==> config.mk <==
export PLATFORM = sky130hd
export DESIGN_NAME = button_filter
export DESIGN_NICKNAME = d
export VERILOG_FILES = /design/src/rtl/button_pkg.sv /design/src/rtl/button_filter_chan.sv /design/src/rtl/button_filter.sv
export SDC_FILE = /design/constraint.sdc
export NUM_CORES = 1
export LEC_CHECK = 0
export BUFFER_PORTS_ARGS = -buffer_cell sky130_fd_sc_hd__clkbuf_2
export CAP_MARGIN = 15
export CORE_ASPECT_RATIO = 0.75
export CORE_MARGIN = 3
export CORE_UTILIZATION = 50
export CTS_CLUSTER_SIZE = 25
export DETAILED_ROUTE_END_ITERATION = 12
export GPL_TIMING_DRIVEN = 1
export PLACE_DENSITY = 0.67
export SYNTH_ARGS = -nofsm -noshare
export SYNTH_HDL_FRONTEND = slang
export SYNTH_SLANG_ARGS = --single-unit
==> constraint.sdc <==
create_clock -name clk -period 4.15 [get_ports clk]
set_clock_uncertainty 0.1 [all_clocks]
set_input_delay 0.83 -clock clk [delete_from_list [all_inputs] [get_ports clk]]
set_output_delay 0.83 -clock clk [all_outputs]
set_load 0.03 [all_outputs]
==> src/rtl/button_pkg.sv <==
// Shared defaults and helpers for the button debounce filter.
//   N_BTN_DEF        : default number of button channels
//   SYNC_STAGES_DEF  : default synchroniser depth (legal 2..4)
//   DEBOUNCE_CYC_DEF : default debounce window in clocks (legal 2..2^20)
//   cnt_width()      : width of the per-channel debounce counter
package button_pkg;

    localparam int N_BTN_DEF        = 5;
    localparam int SYNC_STAGES_DEF  = 2;
    localparam int DEBOUNCE_CYC_DEF = 100000;

    typedef enum logic {
        STABLE  = 1'b0,
        PENDING = 1'b1
    } chan_state_e;

    // Counter only ever holds 0..cyc-1; keep at least one bit for cyc = 2.
    function automatic int cnt_width(input int cyc);
        return (cyc <= 2) ? 1 : $clog2(cyc);
    endfunction

endpackage

==> src/rtl/button_filter_chan.sv <==
// One debounce channel: synchroniser, persistence counter, debounced level
// register and press/release strobe generation.
//   clk           : clock, all state on rising edge
//   rst_n         : asynchronous active-low reset
//   button_raw    : asynchronous pad level, 1 = pressed
//   button_level  : debounced level (registered)
//   press_pulse   : one-clock strobe coincident with level rising
//   release_pulse : one-clock strobe coincident with level falling
//
// state   | meaning
// STABLE  | synchronised input equals level, counter idle at 0
// PENDING | synchronised input differs from level, counter running
module button_filter_chan
    import button_pkg::*;
#(
    parameter int SYNC_STAGES  = SYNC_STAGES_DEF,
    parameter int DEBOUNCE_CYC = DEBOUNCE_CYC_DEF
) (
    input  logic clk,
    input  logic rst_n,
    input  logic button_raw,
    output logic button_level,
    output logic press_pulse,
    output logic release_pulse
);

    localparam int               CNT_W   = cnt_width(DEBOUNCE_CYC);
    localparam logic [CNT_W-1:0] CNT_MAX = CNT_W'(DEBOUNCE_CYC - 1);

    logic [SYNC_STAGES-1:0] sync_q;
    logic                   sync;

    chan_state_e      state_q, state_d;
    logic [CNT_W-1:0] cnt_q, cnt_d;
    logic             level_d;
    logic             press_d;
    logic             release_d;
    logic             mismatch;

    assign sync = sync_q[SYNC_STAGES-1];

    always_ff @(posedge clk or negedge rst_n) begin
        if (!rst_n) begin
            sync_q <= '0;
        end else begin
            sync_q <= {sync_q[SYNC_STAGES-2:0], button_raw};
        end
    end

    assign mismatch = (sync != button_level);

    always_comb begin
        state_d   = state_q;
        cnt_d     = cnt_q;
        level_d   = button_level;
        press_d   = 1'b0;
        release_d = 1'b0;
        case (state_q)
            STABLE: begin
                // First differing sample counts as one; DEBOUNCE_CYC >= 2
                // guarantees this can never already be the terminal count.
                if (mismatch) begin
                    state_d = PENDING;
                    cnt_d   = CNT_W'(1);
                end else begin
                    cnt_d   = '0;
                end
            end
            PENDING: begin
                if (!mismatch) begin
                    state_d = STABLE;
                    cnt_d   = '0;
                end else if (cnt_q == CNT_MAX) begin
                    state_d   = STABLE;
                    cnt_d     = '0;
                    level_d   = sync;
                    press_d   = sync;
                    release_d = ~sync;
                end else begin
                    cnt_d = cnt_q + CNT_W'(1);
                end
            end
            default: begin
                state_d = STABLE;
                cnt_d   = '0;
            end
        endcase
    end

    // Strobes are loaded on the same edge as the level so they line up with
    // the first clock of the new level.
    always_ff @(posedge clk or negedge rst_n) begin
        if (!rst_n) begin
            state_q       <= STABLE;
            cnt_q         <= '0;
            button_level  <= 1'b0;
            press_pulse   <= 1'b0;
            release_pulse <= 1'b0;
        end else begin
            state_q       <= state_d;
            cnt_q         <= cnt_d;
            button_level  <= level_d;
            press_pulse   <= press_d;
            release_pulse <= release_d;
        end
    end

endmodule

==> src/rtl/button_filter.sv <==
// Multi-channel button debounce filter; one independent filter per button.
//   clk           : clock, all state on rising edge
//   rst_n         : asynchronous active-low reset (deassertion synchronised upstream)
//   button_raw    : N_BTN asynchronous bouncing pad levels, 1 = pressed
//   button_level  : N_BTN debounced registered levels
//   press_pulse   : N_BTN one-clock strobes on level 0->1
//   release_pulse : N_BTN one-clock strobes on level 1->0
module button_filter
    import button_pkg::*;
#(
    parameter int N_BTN        = N_BTN_DEF,
    parameter int SYNC_STAGES  = SYNC_STAGES_DEF,
    parameter int DEBOUNCE_CYC = DEBOUNCE_CYC_DEF
) (
    input  logic             clk,
    input  logic             rst_n,
    input  logic [N_BTN-1:0] button_raw,
    output logic [N_BTN-1:0] button_level,
    output logic [N_BTN-1:0] press_pulse,
    output logic [N_BTN-1:0] release_pulse
);

    for (genvar i = 0; i < N_BTN; i++) begin : g_chan
        button_filter_chan #(
            .SYNC_STAGES  (SYNC_STAGES),
            .DEBOUNCE_CYC (DEBOUNCE_CYC)
        ) u_chan (
            .clk           (clk),
            .rst_n         (rst_n),
            .button_raw    (button_raw[i]),
            .button_level  (button_level[i]),
            .press_pulse   (press_pulse[i]),
            .release_pulse (release_pulse[i])
        );
    end

endmodule

Word-level counts from Yosys, hierarchy flattened:

Cells that the tools add are included.

* bitwise operators: 10
* multiplexer cells: 70
* add/subtract/negate cells: 5
* reductions and logical operators: 5
* eq/ne operators: 10

Operators by type and width (count)
* two-way mux 17 bit: 10
* case mux 17 bit (2 select lines): 5
* adder 17 x 1 -> 17 bit (second input constant): 5
* == test 17 bit (second input constant): 5
* two-way mux 1 bit: 50
* AND reduction 3 bit: 5
* NOT 1 bit: 10
* case mux 1 bit (2 select lines): 5
* != test 1 bit: 5

* flip-flop bits (word level): 115
* output and inout port bits: 15
* logic and storage cells: 130

Logic depth before layout (Yosys ltp):

* word-level depth: 4
* depth in mapped cells: 8

By module:

A second synthesis with hierarchy kept.

* cell total of the unflattened synthesis: 495
* area total of the unflattened synthesis: 5336.4 um^2

Modules (own cells, without submodules)
* button_filter_chan: times used 5, cells each 99, area an instance 1067.3 um^2, seq. area each 575.6 um^2

Worst setup path before layout:

Ideal clock, no wire load.

* path type: register to register
* from: register g_chan[3].u_chan.cnt_q[0]
* to: register g_chan[3].u_chan.button_level
* setup slack: 2.219 ns
* arrival time: 1.706 ns
* cell stages (with the launch flop): 7
* clock period less this slack: 1.931 ns
* cell sequence: dfrtp_1 -> ha_1 -> buf_2 -> nand2_1 -> nor4_1 -> nand4b_2 -> mux2_4

* longest elaborated chain between the ends: 2

Ends and longest elaborated chain
* start: declaration: line button_filter_chan.sv:34 `logic [CNT_W-1:0] cnt_q, cnt_d;`
* start signal: assignment: line button_filter_chan.sv:101 `cnt_q <= cnt_d;`
* == test 17 bit: line button_filter_chan.sv:73 `end else if (cnt_q == CNT_MAX) begin`
* AND reduction 3 bit (no source line)
* end signal: assignment: line button_filter_chan.sv:102 `button_level <= level_d;`
* end: declaration: line button_filter_chan.sv:22 `output logic button_level,`

No other way between the ends.
A chain may end at the register's enable or synchronous reset.

Worst setup path in the final report:

* from: register g_chan[3].u_chan.cnt_q[0]
* to: register g_chan[3].u_chan.state_q

* longest elaborated chain between the ends: 4

Ends and longest elaborated chain
* == test 17 bit: line button_filter_chan.sv:73
* two-way mux 1 bit: line button_filter_chan.sv:73
* two-way mux 1 bit: line button_filter_chan.sv:70 `if (!mismatch) begin`
* case mux 1 bit (2 select lines): line button_filter_chan.sv:58 `case (state_q)`
* net g_chan[3].u_chan.state_d: line button_filter_chan.sv:33 `chan_state_e state_q, state_d;`
* end signal: assignment: line button_filter_chan.sv:100 `state_q <= state_d;`
* end: declaration: line button_filter_chan.sv:33

The timed path passes the listed nets, and every way through them passes these cells.

==> results list <==
- Worst Setup End Kind: flip-flop
- First-pass GRT wire length: 17110 um
- Post-synthesis cell count: 517
* Area enclosed by the die boundary: 12040 um2
* Unique cell type count in the Yosys netlist: 37
- Most common cell after layout, fill and taps aside: sky130_fd_sc_hd__dfrtp_1
- In this run the mean area of a mapped cell was 10.39 um2.
* Hold/Removal Path Class: reg -> reg
- Proportion of netlist area held by the largest area contributor: 53.56%
- Cell Area, Synth: 5373 um2
- Yosys reg bits: 115
* Reg clk slew, reported paths: 0.05 ns
- The flow ran to the end, and the final reports show no timing, DRC or antenna violations.
* Number of detailed-routing iterations run before antenna repair: 7
- After layout, the minimum clock period comes to 2.410 ns.
* Insertion delay to the later sink of the worst-skew pair: 0.41 ns
- After detailed routing, the number of remaining DRC violations is 0.
- Wirelength per Cell: 14.11 um
* Global-route total usage across every layer: 17.75%
* Unrepaired setup endpoints after global routing: false
- Root buffer cell: sky130_fd_sc_hd__clkbuf_16
* Transition time of the tightest slew-check pin: 0.8823 ns
* Largest area contributor in the synthesized netlist: sky130_fd_sc_hd__dfrtp_1
- Final hold analysis gives a worst-case slack of 0.2451 ns.
- In this run, synthesis inferred 0 flip-flops with an integrated enable.
- Worst Setup Start Kind: flip-flop
* Final Net Count: 542
* Hold-fix buffers at CTS: 0
* Required time of the critical path: 4.32 ns
* Maximum number of pins on one net before global-route repair: 74
* Number of CTS-inserted buffers: 17
- Row Count: 32
* Post-synthesis to final-layout area growth: 13.97%
- Post-CTS repair changed the size of 0 cells.
- Sequential elements use 53.56% of the synthesized area.
* Peak supply drop: 0.2868 mV
- The number of buffers and inverters on the critical path is 0.
* Total nets after synthesis: 529
- The number of antenna violations at the first check in global routing was 0.
* Asr flop ratio synth: 100.0%
* Horizontal die dimension: 125.7 um
* Maximum clock frequency: 0.4149 GHz
- For the final routed database, the setup TNS stands at 0 ns.
- TritonCTS built the clock tree.
- Max-cap check violation count: 0
- The critical path goes through ha_1, nand2_1, nor4_1, a31o_2, o21ai_0.
- In the finished design, the share of the clock period the worst path needs comes to 58.08%.
* Relative slew margins: 41.18%
* Yosys warning count: 0
- Multi-input gate area: 2261 um2
- 0 antenna diodes ended up in the layout.
- Total clock sinks: 115
* Antenna viol nets, final: 0
* Final RePlAce weighted congestion: 0.8379
- Slowest cell on the critical path: sky130_fd_sc_hd__nor4_1
- The number of global-route vias before repair was 3594.
- The die is 95.77 um tall.
- In this run the tool buffered the top-level ports with 21 buffer cells.
- In this run the worst path has a maximum fanout of 17.
- Filler Cells Inserted: 882
* Total setup buffers inserted after CTS: 0
* Post-DP HPWL: 6349 um
- Total overflow reported by the global router: 0
* DR vias: 3698
- Cell types occupying the most area after synthesis: sky130_fd_sc_hd__dfrtp_1, sky130_fd_sc_hd__xnor2_1, sky130_fd_sc_hd__nor2_1
- Setup violations remaining at the end of the flow were counted as 0.
* Initial DRC Count: 342
* Bufs on Longest Clock Path: 2
- Dividing the detail-routed via count by the number of cells gives 5.446.
* Routed wire length: 9581 um
- Initial cell density of the core: 51.81%
* Crit path largest cell delay: 0.60 ns
- In the layout the commonest cells are sky130_fd_sc_hd__dfrtp_1, sky130_fd_sc_hd__nor2_1, sky130_fd_sc_hd__xnor2_1, sky130_fd_sc_hd__nand3_1, sky130_fd_sc_hd__nand4_1.
- Fraction of layout cells with a size suffix above 1: 12.34%
- Sequential cell area: 2878 um2
- The region available for standard cell placement spans 10370 um2.
* Number of placed I/O pins: 22
- In this run the static leakage power is 2.492 nW.
- Dividing total power by cell area gives a power density of 457.2 nW/um2.
- Number of H-tree levels: 4
* Arrival time at the worst endpoint: 2.58 ns
- Among all flip-flop cells after synthesis, the most frequent one is sky130_fd_sc_hd__dfrtp_1.
- The worst setup path is of the reg -> reg kind.
- The cell family contributing the most delay on the critical path is simple AND/OR/NAND/NOR gates.
- The final count of hold timing violations is 0.
- The max-slew violation total from the final report was 0.
-- final cells by class --
type	instances	share of cell area [%]
tap	136	2.779
clock buffer	19	7.397
multi-input combinational	358	36.92
clock inverter	13	2.983
sequential	115	47.00
inverter	15	0.9195
timing repair buffer	23	2.002
-- state kept, by name (all words and copies together) (netlist names) --
name                         cells
g_chan.u_chan.cnt_q             85
g_chan.u_chan.state_q            5
g_chan.u_chan.release_pulse      5
g_chan.u_chan.button_level       5
g_chan.u_chan.sync_q            10
g_chan.u_chan.press_pulse        5
-- final timing paths --
kind                                       startpoint                         end  slack (ns)  cells after the start
max reg2reg                 g_chan[3].u_chan.cnt_q[0]    g_chan[3].u_chan.state_q        1.74                      5
min reg2reg                g_chan[3].u_chan.sync_q[0]  g_chan[3].u_chan.sync_q[1]        0.25                      0
max                         g_chan[3].u_chan.cnt_q[0]    g_chan[3].u_chan.state_q        1.74                      5
max in group asynchronous                       rst_n   g_chan[1].u_chan.cnt_q[5]        2.65                      2
min                        g_chan[3].u_chan.sync_q[0]  g_chan[3].u_chan.sync_q[1]        0.25                      0
min in group asynchronous                       rst_n  g_chan[3].u_chan.cnt_q[14]        0.44                      1
-- Yosys cell counts (6+ instances only) --
cell type and n:
sky130_fd_sc_hd__o21ai_0 7, sky130_fd_sc_hd__nand4_1 28, sky130_fd_sc_hd__nor4bb_1 8, sky130_fd_sc_hd__nand2_1 19
sky130_fd_sc_hd__or4_1 6, sky130_fd_sc_hd__dfrtp_1 115, sky130_fd_sc_hd__clkbuf_1 9, sky130_fd_sc_hd__xor2_1 26
sky130_fd_sc_hd__xnor2_1 47, sky130_fd_sc_hd__nor2_1 83, sky130_fd_sc_hd__nor3_1 15, sky130_fd_sc_hd__inv_1 15
sky130_fd_sc_hd__nor4_1 18, sky130_fd_sc_hd__and3_1 11, sky130_fd_sc_hd__a21oi_1 9, sky130_fd_sc_hd__buf_4 15
sky130_fd_sc_hd__nand2b_1 7, sky130_fd_sc_hd__nand3_1 31
-- through the flow --
step	setup WS, ns	instance area [um2]	instances	utilization [%]	power [mW]
floorplan	2.219	5373	517	-	1.243
global placement	1.905	5488	647	52.92	1.279
detailed placement	1.808	5488	647	52.92	1.283
CTS	1.793	6123	679	59.05	2.838
global route	1.615	6123	679	59.05	2.923
finish	1.740	6123	679	59.05	2.799
-- report_power, final --
| group | leakage [nW] | internal, mW | switching [mW] |
|---|---|---|---|
| clock network | 0.301 | 1.03 | 0.504 |
| logic | 0.628 | 0.0249 | 0.0656 |
| registers | 1.56 | 1.15 | 0.0242 |
-- worst register-to-register path, delay by kind of cell (launching register included) --
kind	cells	cell delay (ns)
simple gates	2	0.74
flops	1	0.43
fa+ha+maj	1	0.35
compound gates	2	0.65
-- routing by layer --
| metal | global-route usage, % | part of all wire (%) | routed length, um | up-vias |
|---|---|---|---|---|
| li1 | - | - | - | 1824 |
| met1 | 25.91 | 52 | 4984 | 1781 |
| met2 | 25.09 | 43 | 4093 | 82 |
| met3 | 5.879 | 4.3 | 416 | 11 |
| met4 | 5.596 | 0.90 | 86 | 0 |
| met5 | 0 | 0 | 0 | - |
-- cell families (layout without fill, tap and decap cells) --
| group | after synthesis | count (layout) | synth area share (%) |
|---|---|---|---|
| simple gates | 247 | 247 | 24.76 |
| compound gates | 28 | 28 | 3.144 |
| mux | 5 | 5 | 1.118 |
| flops | 115 | 115 | 53.56 |
| xor+xnor | 73 | 73 | 11.90 |
| fa+ha+maj | 5 | 5 | 1.164 |
| buf+inv | 44 | 70 | 4.355 |
Power figures use the tool's default switching activity.
